## src/rtl/sb_1237_color_detect.sv

```systemverilog
// Colour sensor sequencer: steps the photodiode filter through red, green and blue, then reports the strongest channel.
// Optional macro COLOR_VOTE_EN: commit a colour only when two consecutive decisions agree.
module sb_1237_color_detect #(
  parameter int unsigned DWELL_CYCLES = 50000,
  parameter logic [13:0] NONE_THRESH  = 14'd2000
) (
  input  logic        clk,
  input  logic        reset,
  input  logic [13:0] count,
  output logic        S2,
  output logic        S3,
  output logic [1:0]  color,
  output logic        color_valid
);

  localparam int unsigned DW = (DWELL_CYCLES > 2) ? $clog2(DWELL_CYCLES) : 1;
  localparam logic [DW-1:0] DWELL_LAST = DW'(DWELL_CYCLES - 1);

  localparam logic [1:0] SEL_RED   = 2'd0;
  localparam logic [1:0] SEL_GREEN = 2'd1;
  localparam logic [1:0] SEL_BLUE  = 2'd2;
  localparam logic [1:0] DECIDE    = 2'd3;

  localparam logic [1:0] COL_NONE  = 2'b00;
  localparam logic [1:0] COL_RED   = 2'b01;
  localparam logic [1:0] COL_GREEN = 2'b10;
  localparam logic [1:0] COL_BLUE  = 2'b11;

  logic [1:0]    state_r;
  logic [1:0]    state_nxt_s;
  logic [DW-1:0] dwell_r;
  logic          dwell_done_s;
  logic [13:0]   r_cnt_r;
  logic [13:0]   g_cnt_r;
  logic [13:0]   b_cnt_r;
  logic [1:0]    dec_s;
  logic          update_s;

  // Smallest count is the highest frequency; ties go red > green > blue, zero means no signal.
  function automatic logic [1:0] pick_color(input logic [13:0] r, input logic [13:0] g,
                                            input logic [13:0] b);
    logic [13:0] min_v;
    logic [1:0]  pick;
    if ((r <= g) && (r <= b)) begin
      min_v = r;
      pick  = COL_RED;
    end else if (g <= b) begin
      min_v = g;
      pick  = COL_GREEN;
    end else begin
      min_v = b;
      pick  = COL_BLUE;
    end
    if ((r == 14'd0) || (g == 14'd0) || (b == 14'd0) || (min_v > NONE_THRESH)) begin
      pick = COL_NONE;
    end
    return pick;
  endfunction

  assign dwell_done_s = (dwell_r == DWELL_LAST);
  assign dec_s        = pick_color(r_cnt_r, g_cnt_r, b_cnt_r);

  // Next-state logic for the filter sequencer.
  always_comb begin
    state_nxt_s = state_r;
    case (state_r)
      SEL_RED:   if (dwell_done_s) state_nxt_s = SEL_GREEN; else state_nxt_s = SEL_RED;
      SEL_GREEN: if (dwell_done_s) state_nxt_s = SEL_BLUE;  else state_nxt_s = SEL_GREEN;
      SEL_BLUE:  if (dwell_done_s) state_nxt_s = DECIDE;    else state_nxt_s = SEL_BLUE;
      DECIDE:    state_nxt_s = SEL_RED;
      default:   state_nxt_s = SEL_RED;
    endcase
  end

  // State, dwell timer, channel latches and filter select outputs.
  always_ff @(posedge clk or posedge reset) begin
    if (reset) begin
      state_r  <= SEL_RED;
      dwell_r  <= {DW{1'b0}};
      r_cnt_r  <= 14'd0;
      g_cnt_r  <= 14'd0;
      b_cnt_r  <= 14'd0;
      {S2, S3} <= 2'b00;
    end else begin
      state_r <= state_nxt_s;
      if (state_nxt_s != state_r) dwell_r <= {DW{1'b0}};
      else                        dwell_r <= dwell_r + DW'(1);
      if (dwell_done_s && (state_r == SEL_RED))   r_cnt_r <= count;
      if (dwell_done_s && (state_r == SEL_GREEN)) g_cnt_r <= count;
      if (dwell_done_s && (state_r == SEL_BLUE))  b_cnt_r <= count;
      // Filter bits follow the state being entered so they line up with it; DECIDE keeps blue's 01.
      case (state_nxt_s)
        SEL_RED:   {S2, S3} <= 2'b00;
        SEL_GREEN: {S2, S3} <= 2'b11;
        SEL_BLUE:  {S2, S3} <= 2'b01;
        DECIDE:    {S2, S3} <= 2'b01;
        default:   {S2, S3} <= 2'b00;
      endcase
    end
  end

`ifdef COLOR_VOTE_EN
  logic [1:0] prev_dec_r;
  logic       prev_ok_r;

  // Remember the last decision; the first one after reset has nothing to agree with.
  always_ff @(posedge clk or posedge reset) begin
    if (reset) begin
      prev_dec_r <= COL_NONE;
      prev_ok_r  <= 1'b0;
    end else if (state_r == DECIDE) begin
      prev_dec_r <= dec_s;
      prev_ok_r  <= 1'b1;
    end
  end

  assign update_s = (state_r == DECIDE) && prev_ok_r && (prev_dec_r == dec_s);
`else
  assign update_s = (state_r == DECIDE);
`endif

  // Colour result register with its one-cycle update strobe.
  always_ff @(posedge clk or posedge reset) begin
    if (reset) begin
      color       <= COL_NONE;
      color_valid <= 1'b0;
    end else begin
      color_valid <= update_s;
      if (update_s) color <= dec_s;
    end
  end

endmodule

```

## config.mk

```make
export PLATFORM = sky130hd
export DESIGN_NAME = sb_1237_color_detect
export DESIGN_NICKNAME = d
export VERILOG_FILES = /design/src/rtl/sb_1237_color_detect.sv
export SDC_FILE = /design/constraint.sdc
export NUM_CORES = 1
export LEC_CHECK = 0
export CORE_MARGIN = 2
export CORE_UTILIZATION = 30
export CTS_CLUSTER_DIAMETER = 120
export DETAILED_ROUTE_END_ITERATION = 16
export DONT_BUFFER_PORTS = 1
export GPL_TIMING_DRIVEN = 0
export PLACE_DENSITY = 0.48
export SLEW_MARGIN = 20
export SYNTH_ARGS = -nofsm -noshare
export SYNTH_HDL_FRONTEND = slang
export SYNTH_SLANG_ARGS = --single-unit
export TNS_END_PERCENT = 1
```

## constraint.sdc

```tcl
create_clock -name clk -period 2.51 [get_ports clk]
set_clock_uncertainty 0.15 [all_clocks]
set_input_delay 0.502 -clock clk [delete_from_list [all_inputs] [get_ports clk]]
set_output_delay 0.502 -clock clk [all_outputs]
set_load 0.005 [all_outputs]
```

==> results.txt, run 1 <==
----------------------------------------------------
[Timing]
  Setup-failing EPs final ... 0
  Relative slew slack ... 68.5%
  Post-route setup slack ... 0.149 ns
  Fin crit period ... 2.36 ns
  Worst Hold Margin ... 0.134 ns
  RSZ-0062 raised after global routing ... false
  Fmax ... 424 MHz
  Number of hold violations in the final report ... 0
  Slew at the pin closest to its max-slew limit ... 0.469 ns
  Max-slew violation total from the final report ... 0
  Portion of the clock cycle consumed by the worst path in the final layout ... 94.1%

[Yosys]
  Proportion of synthesized chip area in sequential cells ... 42.6%
  Area fraction of the dominant cell type after synthesis ... 42.6%
  Post-synth top flop ... dfrtp_1
  Flip-flop and latch count after synthesis ... 65
  Distinct cell type count after synthesis ... 51
  Library cell occupying the most area in the post-synthesis netlist ... dfrtp_1
  Number of enable-type register cells in the synthesized netlist ... 0
  Post-synthesis instance area ... 3820 µm²
  Synth top area cells ... dfrtp_1, ha_1, mux2_2, mux2_4, nand2_1
  Syn avg cell area ... 10.2 µm²
  Post-synth net total ... 432
  Count leader, synth ... dfrtp_1
  Leading cell types by count after synthesis ... dfrtp_1, ha_1, nand2_1
  Count of synthesis-stage warnings from yosys ... 0
  Share of flip-flops with an asynchronous set or reset after synthesis ... 100%
  Number of instances in the synthesized netlist ... 373

[Pwr]
  Fraction of power consumed by combinational cells ... 1.2%
  Leak pwr ... 0.00209 µW
  Internal ... 1810 µW
  Net Switching ... 493 µW
  Share of power burned in registers ... 45.5%
  Worst vdd ir ... 0.000327 V
  Sw Ratio ... 21.4%
  Post-layout power ... 2300 µW
  Proportion of power drawn by the clock network ... 53.3%
  Pwr per Cell Area ... 529 nW/µm²

[GRT]
  Peak-usage layer in the global routing report ... met2
  First-pass GRT wire length ... 14.8 mm
  Total Routing Usage GR ... 14.5%
  Via count of the first global-routing pass ... 2864
  Initial antenna violation count ... 0
  Maximum number of pins on one net before global-route repair ... 36
  Met1 Track Usage GR ... 18.7%
  GR Overflow Total ... 0
  Met2 track utilization from global routing ... 22.5%
  Global routing met3 resource utilization ... 4.94%

[Clock network]
  Root buffer selected by CTS ... clkbuf_16
  Number of clock sinks seen by CTS ... 65
  Post-CTS setup buffer count ... 0
  Clock tree from TritonCTS ... done
  Number of buffers created by CTS ... 9
  Worst-Skew Late Latency ... 0.34 ns
  PostCTS Resize Cnt ... 0
  Clock transition at path regs ... 0.05 ns
  Buffers from clock root to sink, at most ... 2
  CTS H-tree lvls ... 3

[Critical path]
  Register-to-register setup slack ... 0.15 ns
  CP Capture Type ... register
  FF-to-FF Start ... b_cnt_r[13]
  Category of the most critical setup path ... reg -> reg
  Critical-path maximum fanout ... 3
  Kind of start point of the critical path ... register
  WP data required ... 2.60 ns
  Crit. Startpoint ... b_cnt_r[13]
  Crit path arrival time ... 2.45 ns

[Hold path]
  HP Start ... count[7]
  Path category of the worst min-delay check ... in -> reg

[Placed design]
  Cell count after placement ... 546
  Post-Place Setup Slack ... 0.177 ns
  Number of port buffers ... 0
  Final estimated routing congestion in global placement ... 0.839
  Estimated wirelength of the detail-placed design ... 6.87 mm

[Status]
  Run status ... finished, final reports clean

[Floorplan]
  Area of the die ... 13700 µm²
  FP Rows ... 41
  Overall die width ... 117 µm
  Die height ... 117 µm
  Boundary pin count ... 21
  Core ar. ... 12500 µm²
  Initial Util ... 30.5%

[Final layout]
  Final Non-Filler Cells ... 562
  Fraction of final layout cells sized beyond drive strength 1 ... 15.6%
  Total number of nets in the final design ... 445
  Util after Layout ... 34.8%
  Syn-to-layout area delta ... 13.9%
  Total inserted antenna cells ... 0

[Routing]
  Number of design rule violations left after detail routing ... 0
  DRT antenna net count ... 0
  Via total after detailed routing ... 2791
  Average vias per placed instance ... 4.97
  Drt first pass iters ... 4
  Detail-routed net length per standard cell ... 16.1 µm
  Final routed wirelength across all metal layers ... 9.04 mm
  Count of routing violations after the opening detailed-route iteration ... 117

[Flow run]
  Number of max-cap violations ... 0

----------------------------------------------------
-- metrics by stage --
stage / instance area [µm²] / setup TNS, ns
after CTS: 4350 / 0
after global placement: 4040 / -38.50
after global routing: 4350 / 0
after detailed placement: 4060 / 0
after floorplan: 3820 / 0
final: 4350 / 0
-- registers in the layout (all words and copies together) (netlist names) --
name / count
r_cnt_r: 14
S2: 1
S3: 1
dwell_r: 16
color_valid: 1
state_r: 2
b_cnt_r: 14
color: 2
g_cnt_r: 14
-- per-layer routing --
layer	routed length (µm)	part of all wire [%]
met5	0	0
met1	4310	48
met2	4200	46
met3	379	4.2
met4	150	1.7
-- power by group through the flow --
stage               registers (µW)  clock network [µW]  logic (µW)
floorplan                     1070                   0        16.1
CTS                           1050                1260        29.4
global route                  1050                1310        32.3
finish                        1050                1230        27.2
detailed placement            1070                   0        27.9
global placement              1070                   0        22.9
-- final timing paths --
check                             end  cells past startpoint
min                        g_cnt_r[7]                      2
max in group asynchronous  g_cnt_r[0]                      3
min in group asynchronous  dwell_r[6]                      2
max reg2reg                  color[1]                      8
min reg2reg                dwell_r[0]                      1
max                          color[1]                      8
-- cell families (layout without fill, tap and decap cells) --
family	count (synthesis)	after routing	share of synthesized area, %
flops	65	65	42.6
xor+xnor	11	11	2.52
fa+ha+maj	43	43	14.1
simple gates	117	117	15.6
buf+inv	42	59	5.11
compound gates	68	68	11.2
mux	27	27	8.94
-- worst max-delay path: stages (launching register included) --
cell and delay [ns]:
dfrtp_1 0.41, inv_1 0.09, ha_1 0.32, nand4_1 0.20, nor3_1 0.33, o31ai_1 0.15
a211oi_1 0.30, a31oi_1 0.09, o31ai_1 0.23
-- placed cells by master (no fill, tap or decap), types with 11 or more instances in the layout --
master	synthesis	final
inv_1	34	33
nand3_1	15	15
mux2_2	17	17
nor2_1	20	20
nor3_1	11	11
ha_1	43	43
o21ai_0	20	20
a21oi_1	19	19
dfrtp_1	65	65
nand2_1	36	36
-- what timing repair did --
item,in CTS,in global routing
hold endpoints to repair,30,0
hold buffers,1,0
setup endpoints to repair,0,0
-- cell type report --
cell class,count,area (µm²)
plain buffers,8,67.6
clock buffers,9,225
clock inverters,6,60.1
fillers,1288,8160
inverters,34,130
multi-input cells,266,2000
flip-flops and latches,65,1630
well taps,172,215
repair buffers,2,30.0
Power figures use the tool's default switching activity.
==> run 2, diff against run 1 <==
--- a/config.mk
+++ b/config.mk
@@ -5,6 +5,7 @@
 export SDC_FILE = /design/constraint.sdc
 export NUM_CORES = 1
 export LEC_CHECK = 0
+export ABC_AREA = 1
 export CORE_MARGIN = 2
 export CORE_UTILIZATION = 30
 export CTS_CLUSTER_DIAMETER = 120
==> run 2 against run 1 <==
Against the previous run:
- critical endpoint unchanged
- maximum frequency is 7.3% higher
- count of clock-buffer cells in the layout rose by 3
- final cell count is 24% higher
- utilization shrank 0.19 points
==> results.txt, run 2 <==
----------------------------------------------------
[Final layout]
  Largest register by flop count ... dwell_r
  Total number of nets in the final design ... 575 (+29%)
  Total inserted antenna cells ... 0 (unchanged)
  Commonest non-fill, non-tap cells in the layout ... nand2_1, inv_1, dfrtp_1
  Final Non-Filler Cells ... 697 (+24%)
  Number of flip-flops in the largest register ... 16 (unchanged)
  Util after Layout ... 34.6% (-0.19 points)
  Count of fill cells added during filler insertion ... 1383 (+7.4%)
  Commonest non-fill, non-tap cell in the layout ... nand2_1
  Syn-to-layout area delta ... 13.8%
  Fraction of final layout cells sized beyond drive strength 1 ... 6.72% (-8.9 points)

[Routing]
  Count of routing violations after the opening detailed-route iteration ... 143 (+22%)
  Drt first pass iters ... 4 (unchanged)
  Number of design rule violations left after detail routing ... 0 (unchanged)
  Average vias per placed instance ... 4.69 (-5.6%)
  Final routed wirelength across all metal layers ... 9.92 mm (+9.8%)
  Detail-routed net length per standard cell ... 14.2 µm (-11%)
  Via total after detailed routing ... 3269 (+17%)
  DRT antenna net count ... 0 (unchanged)

[Clock network]
  Number of clock sinks seen by CTS ... 65 (unchanged)
  Clock transition at path regs ... 0.06 ns (about the same)
  Number of buffers created by CTS ... 9 (unchanged)
  PostCTS Resize Cnt ... 0 (unchanged)
  Clock tree from TritonCTS ... done
  Hold-fix buffers at CTS ... 1 (unchanged)
  Buffers from clock root to sink, at most ... 2 (unchanged)
  Worst-Skew Late Latency ... 0.34 ns (about the same)
  Post-CTS setup buffer count ... 0 (unchanged)
  CTS H-tree lvls ... 3 (unchanged)
  Root buffer selected by CTS ... clkbuf_16

[Yosys]
  Synth top area cells ... dfrtp_1, ha_1, nand2_1, inv_1, o21ai_0
  Area share of xor/xnor cells in the synthesized design ... 0.661% (-1.9 points)
  Syn avg cell area ... 7.91 µm² (-23%)
  Distinct cell type count after synthesis ... 31 (-39%)
  Fraction of the mapped netlist area in compound gates ... 10.1% (-1.1 points)
  Number of enable-type register cells in the synthesized netlist ... 0 (unchanged)
  Share of flip-flops with an asynchronous set or reset after synthesis ... 100% (unchanged)
  Library cell occupying the most area in the post-synthesis netlist ... dfrtp_1
  Largest family of logic cells by synthesized area ... simple AND/OR/NAND/NOR gates
  Post-synthesis instance area ... 3980 µm² (+4.1%)
  Number of instances in the synthesized netlist ... 503 (+35%)
  Area fraction of the dominant cell type after synthesis ... 40.9% (-1.7 points)
  Post-synth net total ... 562 (+30%)
  Count of synthesis-stage warnings from yosys ... 0 (unchanged)
  Leading cell types by count after synthesis ... nand2_1, inv_1, dfrtp_1
  Count leader, synth ... nand2_1
  Flip-flop and latch count after synthesis ... 65 (unchanged)
  Share of synthesized cell area in full adder, half adder and majority cells ... 13.5% (-0.55 points)
  Post-synthesis mux area share ... 0% (-8.9 points)
  Post-synth top flop ... dfrtp_1
  Proportion of synthesized chip area in sequential cells ... 40.9% (-1.7 points)
  Simple-gate area share of the yosys netlist ... 25.7% (+10 points)

[Critical path]
  Crit-path most repeated cell ... nand2_1
  WP data required ... 2.58 ns (-0.02 ns)
  Register-to-register setup slack ... 0.31 ns (+0.16 ns)
  Buffers plus inverters on the worst setup path ... 2 (+1)
  CP Capture Type ... register
  Crit path cell chain ... inv_1 -> ha_1 -> nand2_1 -> nor2_1 -> inv_1 -> nor2_1 -> nand4_1 -> nand2_1 -> nand2_1 -> nand2_1 -> nand2_1 -> nand3_1 -> nand2_1
  Kind of start point of the critical path ... register
  Category of the most critical setup path ... reg -> reg
  Delay of the slowest cell on the worst path ... 0.43 ns (+0.02 ns)
  Slowest stage cell, crit path ... dfrtp_1
  Critical-path maximum fanout ... 4 (+1)
  Crit path arrival time ... 2.27 ns (-0.18 ns)
  Capturing point of the worst reg2reg path ... color[1]
  Worst r2r path cells ... 13 (+5)
  FF-to-FF Start ... b_cnt_r[10]
  Cell type group with the largest total delay on the critical path ... simple AND/OR/NAND/NOR gates

[Floorplan]
  Die height ... 119 µm (+2.0%)
  Boundary pin count ... 21 (unchanged)
  Area of the die ... 14200 µm² (+3.9%)
  FP Rows ... 42 (+2.4%)
  Initial Util ... 30.4% (-0.13 points)
  Overall die width ... 119 µm (+2.0%)
  Core ar. ... 13100 µm² (+4.5%)

[Placed design]
  Estimated wirelength of the detail-placed design ... 7.66 mm (+12%)
  Final estimated routing congestion in global placement ... 0.822 (-2.0%)
  Cell count after placement ... 680 (+25%)
  Number of port buffers ... 0 (unchanged)

[GRT]
  First-pass GRT wire length ... 16.6 mm (+12%)
  Via count of the first global-routing pass ... 3253 (+14%)
  Initial antenna violation count ... 0 (unchanged)
  Total Routing Usage GR ... 15.1% (+0.63 points)
  GR Overflow Total ... 0 (unchanged)
  Maximum number of pins on one net before global-route repair ... 56 (+56%)

[Hold path]
  Hold worst-path end ... r_cnt_r[7]
  HP Start ... count[7]
  Path category of the worst min-delay check ... in -> reg
  Number of cells on the worst hold path ... 2 (unchanged)

[Timing]
  Number of hold violations in the final report ... 0 (unchanged)
  Slew at the pin closest to its max-slew limit ... 0.467 ns (-0.00284 ns)
  Portion of the clock cycle consumed by the worst path in the final layout ... 87.6% (-6.4 points)
  Fmax ... 455 MHz (+7.3%)
  Total negative setup slack ... 0 ns (unchanged)
  Setup-failing EPs final ... 0 (unchanged)
  Fin crit period ... 2.20 ns (-0.161 ns)
  RSZ-0062 raised after global routing ... false
  Relative slew slack ... 68.9% (+0.43 points)
  Max-slew violation total from the final report ... 0 (unchanged)
  Worst Hold Margin ... 0.187 ns (+0.0531 ns)

[Pwr]
  Post-layout power ... 2350 µW (+1.8%)
  Worst vdd ir ... 0.000234 V (-29%)
  Pwr per Cell Area ... 518 nW/µm² (-2.1%)
  Leak pwr ... 0.00256 µW (+23%)

[Flow run]
  Number of max-cap violations ... 0 (unchanged)

[Status]
  Run status ... finished, final reports clean

----------------------------------------------------
run 2: cell types whose count changed after synthesis, moves of 10 or more:
cell | before | now
mux2_4 | 10 | 0
nand2_1 | 36 | 127
nor2_1 | 20 | 34
mux2_2 | 17 | 0
o21ai_1 | 1 | 12
inv_1 | 34 | 82
o21ai_0 | 20 | 30
run 2: per-stage QoR:
stage	cell area, µm²	setup slack, ns
after floorplan	3980	0.232
after global placement	4200	-0.615
after detailed placement	4230	0.308
after CTS	4530	0.311
after global routing	4530	0.109
final	4530	0.311
run 2: layout make-up:
class                   instances  area, µm²  area share [%]
inverters                      82        310            6.85
clock buffers                  12        236            5.22
repair buffers                  2       37.5           0.829
clock inverters                 4       52.6            1.16
well taps                     176        220            4.86
multi-input cells             348       1990            43.9
flip-flops and latches         65       1630            35.9
plain buffers                   8       53.8            1.19
run 2: per-layer routing:
metal | up-vias | global-route usage, % | wire [µm] | part of all wire (%)
li1 | 1670 | - | - | -
met1 | 1541 | 19.1 | 4580 | 46
met2 | 44 | 25.1 | 4760 | 48
met3 | 14 | 3.21 | 379 | 3.8
met4 | 0 | 6.32 | 203 | 2.0
met5 | - | 0 | 0 | 0
run 2: worst register-to-register path, stage by stage (launching register included):
cell and delay, ns:
dfrtp_1 0.43, inv_1 0.10, ha_1 0.28, nand2_1 0.05
nor2_1 0.13, inv_1 0.07, nor2_1 0.20, nand4_1 0.17
nand2_1 0.13, nand2_1 0.05, nand2_1 0.05, nand2_1 0.06
nand3_1 0.14, nand2_1 0.07
run 2: cell families after synthesis:
family	after synthesis
buf+inv	90
fa+ha+maj	43
compound gates	73
xor+xnor	3
simple gates	229
flops	65
run 2: how the worst max path moves through the flow:
stage | start | endpoint | slack (ns) | depth (start not counted)
after global placement | reset | dwell_r[12] | -0.62 | 1
after global routing | b_cnt_r[13] | color[1] | 0.11 | 13
final | b_cnt_r[10] | color[1] | 0.31 | 13
after CTS | dwell_r[0] | r_cnt_r[2] | 0.31 | 7
after floorplan | reset | S2 | 0.23 | 1
after detailed placement | dwell_r[0] | r_cnt_r[5] | 0.31 | 7
run 2: power breakdown:
part           total [µW]  leakage (µW)  internal (µW)  switching (µW)
combinational        42.6       0.00174           7.82            34.8
clock                1250      0.000141            773             482
sequential           1050      0.000674           1050               0
